==> src/rtl/multicycle_control_fsm.sv <==
// -----------------------------------------------------------------------------
// multicycle_control_fsm
//   Multicycle control unit for the 32-bit datapath. Sequences
//   FETCH -> DECODE -> EXEC -> (MEM) -> (WB) for each instruction and drives
//   every datapath control plus the PC/IR load enables. Stalls on the
//   instruction/data memory ready handshakes and halts on an illegal opcode
//   or on a memory that never answers.
//
//   Optional feature macro: PERF_CNT_EN
//     When defined, the Retired and StallCycles performance counters are
//     implemented. When undefined, both outputs are tied to zero.
//
// Ports
//   Clk          in   sole clock, rising edge
//   ResetN       in   asynchronous active-low reset
//   OpCode       in   instruction[31:26]
//   Funct        in   instruction[5:0]
//   ImemReady    in   instruction word valid this cycle
//   DmemReady    in   data memory access complete this cycle
//   AluZero      in   ALU zero flag (branch resolution happens in the datapath)
//   PcWrite      out  PC load enable
//   IrWrite      out  instruction register load enable
//   AluOP        out  0=ADD 1=SUB 2=AND 3=OR 4=SLT 15=use Funct
//   RegDst .. RegWrite  out  datapath controls (Immediate selects ALU imm source)
//   State        out  current state encoding
//   Halted       out  HALT reached
//   Fault        out  HALT was caused by a memory timeout
//   Retired      out  instructions completed (PcWrite cycles)
//   StallCycles  out  FETCH/MEM cycles spent waiting for a ready
// -----------------------------------------------------------------------------
module multicycle_control_fsm #(
    parameter int ALUOP_W     = 4,
    parameter int MEM_TIMEOUT = 16,
    parameter int CNT_W       = 32
) (
    input  logic               Clk,
    input  logic               ResetN,
    input  logic [5:0]         OpCode,
    input  logic [5:0]         Funct,
    input  logic               ImemReady,
    input  logic               DmemReady,
    input  logic               AluZero,
    output logic               PcWrite,
    output logic               IrWrite,
    output logic [ALUOP_W-1:0] AluOP,
    output logic               RegDst,
    output logic               Branch,
    output logic               JumpReg,
    output logic               Jump,
    output logic               Jal,
    output logic               And,
    output logic               MemRead,
    output logic               MemToReg,
    output logic               MemWrite,
    output logic               Immediate,
    output logic               RegWrite,
    output logic [2:0]         State,
    output logic               Halted,
    output logic               Fault,
    output logic [CNT_W-1:0]   Retired,
    output logic [CNT_W-1:0]   StallCycles
);

    localparam logic [2:0] S_FETCH  = 3'd0;
    localparam logic [2:0] S_DECODE = 3'd1;
    localparam logic [2:0] S_EXEC   = 3'd2;
    localparam logic [2:0] S_MEM    = 3'd3;
    localparam logic [2:0] S_WB     = 3'd4;
    localparam logic [2:0] S_HALT   = 3'd5;

    localparam logic [5:0] OP_R    = 6'h00;
    localparam logic [5:0] OP_J    = 6'h02;
    localparam logic [5:0] OP_JAL  = 6'h03;
    localparam logic [5:0] OP_BEQ  = 6'h04;
    localparam logic [5:0] OP_ADDI = 6'h08;
    localparam logic [5:0] OP_SLTI = 6'h0A;
    localparam logic [5:0] OP_ANDI = 6'h0C;
    localparam logic [5:0] OP_ORI  = 6'h0D;
    localparam logic [5:0] OP_LW   = 6'h23;
    localparam logic [5:0] OP_SW   = 6'h2B;
    localparam logic [5:0] FN_JR   = 6'h08;

    localparam logic [ALUOP_W-1:0] ALU_ADD   = ALUOP_W'(0);
    localparam logic [ALUOP_W-1:0] ALU_SUB   = ALUOP_W'(1);
    localparam logic [ALUOP_W-1:0] ALU_AND   = ALUOP_W'(2);
    localparam logic [ALUOP_W-1:0] ALU_OR    = ALUOP_W'(3);
    localparam logic [ALUOP_W-1:0] ALU_SLT   = ALUOP_W'(4);
    localparam logic [ALUOP_W-1:0] ALU_FUNCT = ALUOP_W'(15);

    localparam int               WAIT_W    = $clog2(MEM_TIMEOUT + 1);
    localparam logic [WAIT_W-1:0] WAIT_LAST = WAIT_W'(MEM_TIMEOUT - 1);

    logic [2:0]        state_reg, state_next;
    logic [WAIT_W-1:0] wait_reg, wait_next;
    logic [5:0]        op_reg, op_next;
    logic [5:0]        funct_reg, funct_next;
    logic              fault_reg, fault_next;
    logic              op_legal;
    logic              unused_alu_zero;

    // Branch taken/not-taken is resolved by the datapath via Branch & AluZero.
    assign unused_alu_zero = AluZero;

    always_comb begin
        unique case (OpCode)
            OP_R, OP_J, OP_JAL, OP_BEQ, OP_ADDI, OP_SLTI,
            OP_ANDI, OP_ORI, OP_LW, OP_SW: op_legal = 1'b1;
            default:                       op_legal = 1'b0;
        endcase
    end

    // Next-state logic
    always_comb begin
        state_next = state_reg;
        wait_next  = wait_reg;
        op_next    = op_reg;
        funct_next = funct_reg;
        fault_next = fault_reg;
        case (state_reg)
            S_FETCH: begin
                // A ready arriving on the timeout cycle still wins.
                if (ImemReady) begin
                    state_next = S_DECODE;
                end else if (wait_reg == WAIT_LAST) begin
                    state_next = S_HALT;
                    fault_next = 1'b1;
                end else begin
                    wait_next = wait_reg + 1'b1;
                end
            end
            S_DECODE: begin
                op_next    = OpCode;
                funct_next = Funct;
                state_next = op_legal ? S_EXEC : S_HALT;
            end
            S_EXEC: begin
                case (op_reg)
                    OP_R:                              state_next = (funct_reg == FN_JR) ? S_FETCH : S_WB;
                    OP_ADDI, OP_SLTI, OP_ANDI, OP_ORI: state_next = S_WB;
                    OP_LW, OP_SW:                      state_next = S_MEM;
                    default:                           state_next = S_FETCH;
                endcase
            end
            S_MEM: begin
                if (DmemReady) begin
                    state_next = (op_reg == OP_LW) ? S_WB : S_FETCH;
                end else if (wait_reg == WAIT_LAST) begin
                    state_next = S_HALT;
                    fault_next = 1'b1;
                end else begin
                    wait_next = wait_reg + 1'b1;
                end
            end
            S_WB:    state_next = S_FETCH;
            S_HALT:  state_next = S_HALT;
            default: state_next = S_FETCH;
        endcase
        // Wait counter restarts on entry to any new state.
        if (state_next != state_reg) begin
            wait_next = '0;
        end
    end

    always_ff @(posedge Clk or negedge ResetN) begin
        if (!ResetN) begin
            state_reg <= S_FETCH;
            wait_reg  <= '0;
            op_reg    <= '0;
            funct_reg <= '0;
            fault_reg <= 1'b0;
        end else begin
            state_reg <= state_next;
            wait_reg  <= wait_next;
            op_reg    <= op_next;
            funct_reg <= funct_next;
            fault_reg <= fault_next;
        end
    end

    // Control outputs: decoded from the state and the opcode latched in DECODE.
    // IrWrite (FETCH) and the SW completion PcWrite (MEM) also follow the ready.
    always_comb begin
        PcWrite   = 1'b0;
        IrWrite   = 1'b0;
        AluOP     = ALU_ADD;
        RegDst    = 1'b0;
        Branch    = 1'b0;
        JumpReg   = 1'b0;
        Jump      = 1'b0;
        Jal       = 1'b0;
        And       = 1'b0;
        MemRead   = 1'b0;
        MemToReg  = 1'b0;
        MemWrite  = 1'b0;
        Immediate = 1'b0;
        RegWrite  = 1'b0;
        case (state_reg)
            S_FETCH: IrWrite = ImemReady;
            S_EXEC: begin
                case (op_reg)
                    OP_R: begin
                        if (funct_reg == FN_JR) begin
                            JumpReg = 1'b1;
                            PcWrite = 1'b1;
                        end else begin
                            AluOP  = ALU_FUNCT;
                            RegDst = 1'b1;
                        end
                    end
                    OP_ADDI: begin Immediate = 1'b1; AluOP = ALU_ADD; end
                    OP_SLTI: begin Immediate = 1'b1; AluOP = ALU_SLT; end
                    OP_ANDI: begin Immediate = 1'b1; AluOP = ALU_AND; end
                    OP_ORI:  begin Immediate = 1'b1; AluOP = ALU_OR;  end
                    OP_LW, OP_SW: begin Immediate = 1'b1; AluOP = ALU_ADD; end
                    OP_BEQ: begin
                        AluOP   = ALU_SUB;
                        Branch  = 1'b1;
                        And     = 1'b1;
                        PcWrite = 1'b1;
                    end
                    OP_J: begin
                        Jump    = 1'b1;
                        PcWrite = 1'b1;
                    end
                    OP_JAL: begin
                        Jump     = 1'b1;
                        Jal      = 1'b1;
                        RegWrite = 1'b1;
                        PcWrite  = 1'b1;
                    end
                    default: ;
                endcase
            end
            S_MEM: begin
                if (op_reg == OP_LW) begin
                    MemRead = 1'b1;
                end else begin
                    MemWrite = 1'b1;
                    PcWrite  = DmemReady;
                end
            end
            S_WB: begin
                RegWrite = 1'b1;
                MemToReg = (op_reg == OP_LW);
                RegDst   = (op_reg == OP_R);
                PcWrite  = 1'b1;
            end
            default: ;
        endcase
    end

    assign State  = state_reg;
    assign Halted = (state_reg == S_HALT);
    assign Fault  = fault_reg;

`ifdef PERF_CNT_EN
    logic [CNT_W-1:0] retired_reg;
    logic [CNT_W-1:0] stall_reg;
    logic             stall_cycle;

    // Neither condition can occur in HALT, so the counters freeze there.
    assign stall_cycle = ((state_reg == S_FETCH) && !ImemReady) ||
                         ((state_reg == S_MEM)   && !DmemReady);

    always_ff @(posedge Clk or negedge ResetN) begin
        if (!ResetN) begin
            retired_reg <= '0;
            stall_reg   <= '0;
        end else begin
            if (PcWrite) begin
                retired_reg <= retired_reg + 1'b1;
            end
            if (stall_cycle) begin
                stall_reg <= stall_reg + 1'b1;
            end
        end
    end

    assign Retired     = retired_reg;
    assign StallCycles = stall_reg;
`else
    assign Retired     = '0;
    assign StallCycles = '0;
`endif

endmodule

==> config.mk <==
export PLATFORM = sky130hd
export DESIGN_NAME = multicycle_control_fsm
export DESIGN_NICKNAME = d
export VERILOG_FILES = /design/src/rtl/multicycle_control_fsm.sv
export SDC_FILE = /design/constraint.sdc
export NUM_CORES = 1
export LEC_CHECK = 0
export CAP_MARGIN = 20
export CORE_MARGIN = 2
export CORE_UTILIZATION = 35
export DETAILED_ROUTE_END_ITERATION = 10
export GPL_TIMING_DRIVEN = 0
export PLACE_DENSITY = 0.86
export SYNTH_ARGS = -nofsm -noshare
export SYNTH_HDL_FRONTEND = slang
export SYNTH_SLANG_ARGS = --single-unit
==> constraint.sdc <==
create_clock -name Clk -period 2.3 [get_ports Clk]
set_clock_uncertainty 0.15 [all_clocks]
set_input_delay 0.69 -clock Clk [delete_from_list [all_inputs] [get_ports Clk]]
set_output_delay 0.69 -clock Clk [all_outputs]
set_load 0.005 [all_outputs]
==> Word level (Yosys, flattened, before mapping) <==
Cells that the tools add are included.
W data, S select, Z words.
{ "op_classes": {"add_sub_neg": 1, "n_eq_ne": 30, "mux": 45, "reduce_logical": 13} }
{ "op_table": {"columns": ["operator", "count"], "rows": [
  ["$eq A6 B4 Y1 const B", 9],
  ["$eq A6 B2 Y1 const B", 4],
  ["$eq A6 B6 Y1 const B", 4],
  ["$mux W1", 24],
  ["$mux W5", 4],
  ["$pmux W4 S5", 1],
  ["$mux W3", 6],
  ["$pmux W3 S5", 1],
  ["$eq A6 B3 Y1 const B", 2],
  ["$logic_not A6 Y1", 2],
  ["$pmux W5 S2", 1],
  ["$reduce_or A10 Y1", 1],
  ["$pmux W3 S3", 1],
  ["$mux W4", 2],
  ["$pmux W1 S2", 4],
  ["$eq A3 B2 Y1 const B", 2],
  ["$eq A3 B3 Y1 const B", 2],
  ["$ne A3 B3 Y1 const B", 2],
  ["$reduce_and A3 Y1", 2],
  ["$reduce_or A6 Y1", 1],
  ["$add A5 B1 Y5 const B", 1],
  ["$eq A5 B4 Y1 const B", 1],
  ["$ne A2 B2 Y1 const B", 2],
  ["$reduce_or A2 Y1", 2],
  ["other kinds (8)", 8]
]} }
{ "word_totals": {"register_bits": 21, "in_bits": 17, "out_inout_bits": 86, "elab_cells": 94} }

==> Depth between registers and ports, before layout <==
{ "depth": {"word_depth": 8, "depth_mapped": 7, "ltp_nobuf": 7} }

==> Worst setup path after synthesis <==
No wires, ideal clock.
{ "synth_path": {"kind": "register -> output", "from": "reg state_reg[0] (netlist: State[0])", "to": "out Branch", "arrival_time_ps": 1611, "required_time_ps": 1460, "setup_slack_ps": -151, "stages_incl_launch_ff": 7, "n_path_buf": 2, "path_cell_list": "dfrtp_1 -> buf_6 -> nor2_1 -> nand2_2 -> or4_4 -> nor3_1 -> buf_4"} }
{ "synth_via": {"elab_chain_len": 2} }
{ "synth_lines": {"columns": ["element", "line", "rtl"], "rows": [
  ["start: declaration", "93", "logic [2:0] state_reg, state_next;"],
  ["start signal: assignment", "172", "state_reg <= state_next;"],
  ["$eq A3 B2 Y1", null, null],
  ["$mux W1", null, null],
  ["end: declaration", "47", "output logic Branch,"]
]} }
No other way between the ends.

==> Worst setup path after layout <==
{ "layout_path": {"from": "reg state_reg[1] (netlist: State[1])", "to": "out PcWrite"} }
{ "layout_via": {"elab_chain_len": 2, "elab_cells_between_ends": 4, "cone_classes": "eq/ne: 3; mux: 1"} }
{ "layout_lines": {"columns": ["element", "line", "rtl"], "rows": [
  ["$eq A3 B3 Y1 / $eq A3 B2 Y1 (equally long branches)", "197", "case (state_reg)"],
  ["$pmux W1 S3 *", "197", null],
  ["end: declaration", "43", "output logic PcWrite,"]
]} }
Mark *: on every way between the ends. The rest lies on a longest branch, timed or not.

==> out/results.tsv <==
metric	value	unit
die_h	75.3	um
hold_slack	0.333	ns
wl_per_cell	11.6	um
ctsHoldBuffers	0	
max_freq	0.377	GHz
i_o_pins	103	
worst_vdd_rail_ir_drop	514	uV
cts_max_path_buffers	2	
ant_nets	0	
post_synthesis_average_cell_area	8.84	um2
floorplan.core_area	0.00482	mm2
final_critical_path_setup_slack	-0.354	ns
tightest_slew	0.945	ns
ys_top_cells_by_count	buf_4 (65), dfrtp_1 (21), mux2_2 (12)	
synth_top_family_by_area	buffers and inverters	
final_nets	358	
yosys.cell_types.count	47	
areaGrowthSynthToFinish	65.1	%
tritoncts_clock_tree	built	
synthMostInstantiatedCell	buf_4	
post_synth_xor_area_fraction	0	%
root_buffer	clkbuf_8	
via_count	1679	
power_share_of_the_sequential_group	27.1	%
cts_inserted_buffers	3	
setup-tns-final	-3.07	ns
timing.max_cap.violations	0	
power_frac_clock	9.4	%
crit_chain	buf_8 > nand2_2 > or4_4 > buf_6 > o21ai_2 > a211o_1 > buf_2	
worstPathMaxFanout	7	
htreeDepth	1	
synth_compound_gate_area_share	10.4	%
net_sw_share	39.8	%
drt-total-wl	4720	um
synth_cells	201	
antenna_cells	0	
post_synth_instance_area	0.00178	mm2
die_x	75.3	um
placement.io_buffers	37	
synth_top_flop_cell	dfrtp_1	
cp_data_arrival_time	1.81	ns
initial_utilization	36.9	%
final_cells	405	
synth.largest_area_cell	dfrtp_1	
design.die.area	0.00566	mm2
netlist_top_cells_area	dfrtp_1 (30%), buf_4 (27%), mux2_2 (7.6%), nand2_1 (2.3%), nor2_1 (2.1%)	
cts.sink_count	21	
worstSetupStartpointType	register	
post-dp-hpwl	2930	um
clock_insertion_delay_worst_skew	0.27	ns
number_of_pins_with_negative_max_slew_slack_in_the_final_report	0	
cp-end-kind	primary output	
rows	25	
final_period_minus_worst_setup_slack	2.65	ns
fin_total_pwr	0.00256	W
p_sw	0.00102	W
combinationalPowerShare	63.5	%
power_leakage	1.53	nW
synth.yosys.seq_area_share	29.6	%
drc_viols	0	
drt-vias-per-instance	4.15	
holdCritPathClass	register to register	
placed_cells_incl_taps	368	
synthArstFlopShare	100	%
weighted_congestion_reported_at_the_end_of_routability_driven_placement	0.919	
finalSetupViolCount	16	
post-synth-top-area-fraction	29.6	%
number_of_antenna_violations_at_the_first_check_in_global_routing	0	
final_layout_size_suffix_gt1_share	53.8	%
grt-ovfl-total	0	
post_synth_mux_area_share	8.17	%
maximum_number_of_pins_on_one_net_before_global_route_repair	22	
drt-pass1-iter-count	4	
drt-initial-drc-count	63	
timing.critical_path.slowest_cell_delay	0.47	ns
outcome	complete, but fails checks	
clock_slew_seen_by_the_registers_of_the_worst_setup_and_hold_paths	0.08	ns
number_of_register_bits_inferred_by_synthesis	21	
worst_ep_required_time	1.46	ns
adder_cell_fraction_of_synth_area	1.41	%
timing_worst_setup_path_type	register to primary output	
max_slew_margin	36.8	%
p_per_area	874	mW/mm2
critical-path-slowest-cell	or4_4	
dpl_cell_area	0.00248	mm2
rsz_0062_raised_after_global_routing	yes	
p_int	0.00154	W
synth_edf_count	0	
grt_pass1_vias	1410	
grt_usage	15.4	%
grt_first_pass_wirelength	6640	um
final_hold_viol_count	0	
fin_area	0.00293	mm2
violations	negative setup slack	
layout_worst_path_cycle_share	115	%
synthSimpleGateAreaFrac	19.4	%
yosysWarnings	0	
-- layout by cell type (no fill, tap or decap), drive strengths merged, types with 4 or more instances in the layout --
cell type | synthesis | routed
mux2 | 12 | 12
nand2b | 4 | 4
clkdlybuf4s50 | 0 | 18
nand3 | 7 | 7
nand2 | 13 | 13
inv | 4 | 4
nor2 | 11 | 11
o21ai | 6 | 6
buf | 69 | 120
dfrtp | 21 | 21
clkbuf | 3 | 5
nor4 | 4 | 4
or3 | 4 | 4
a21oi | 7 | 7
conb | 1 | 64
nor3 | 7 | 7
-- power by group through the flow --
stage	clock, W	sequential, W	combinational [W]
floorplan	0	0.000628	0.000756
global placement	0	0.000651	0.000992
detailed placement	0	0.000660	0.00102
CTS	0.000252	0.000686	0.00134
global route	0.000267	0.000716	0.00175
finish	0.000242	0.000695	0.00163
-- metrics by stage --
| step | util [%] | setup slack (ns) |
|---|---|---|
| finish | 60.9 | -0.354 |
| global route | 60.9 | -0.431 |
| CTS | 58.0 | -0.504 |
| detailed placement | 51.5 | -0.547 |
| global placement | 51.5 | -0.535 |
| floorplan | - | -0.00685 |
-- critical path, delay by kind of cell, from the launching register on --
| kind | cells | cell delay (ns) |
|---|---|---|
| buf+inv | 3 | 0.38 |
| simple gates | 2 | 0.54 |
| flops | 1 | 0.43 |
| compound gates | 2 | 0.20 |
-- layout make-up --
class | instances | area (um2)
Multi-Input combinational cell | 167 | 1120
Inverter | 4 | 15.0
Tap cell | 67 | 83.8
Clock buffer | 3 | 41.3
Sequential cell | 21 | 532
Clock inverter | 1 | 5.00
Buffer | 69 | 531
Fill cell | 422 | 1880
Timing Repair Buffer | 73 | 606
-- kinds of logic after synthesis --
| family | Yosys count |
|---|---|
| compound gates | 27 |
| other cells | 1 |
| fa+ha+maj | 2 |
| flops | 21 |
| mux | 13 |
| simple gates | 61 |
| buf+inv | 76 |
-- metal layers --
| metal | GRT usage (%) | up-vias | wire (um) |
|---|---|---|---|
| li1 | - | 832 | - |
| met1 | 16.4 | 759 | 1600 |
| met2 | 29.6 | 72 | 2650 |
| met3 | 3.48 | 16 | 306 |
| met4 | 5.46 | 0 | 166 |
| met5 | 0 | - | 0 |
-- worst paths after layout --
check	start	end	slack (ns)	cells past startpoint
max	State[1]	PcWrite	-0.35	7
min	Fault	Fault	0.33	1
max in group asynchronous	ResetN	State[1]	0.57	1
max reg2reg	wait_reg[0]	wait_reg[3]	0.17	6
min in group asynchronous	ResetN	op_reg[0]	0.80	1
min reg2reg	Fault	Fault	0.33	1
-- what timing repair did --
| item | CTS | global route |
|---|---|---|
| setup buffers | 20 | 18 |
| cloned | 0 | 0 |
| setup endpoints to repair | 18 | 18 |
| pin swaps | 17 | 12 |
| resized for setup | 118 | 16 |
Note: power is estimated with default switching activity, not from simulation.
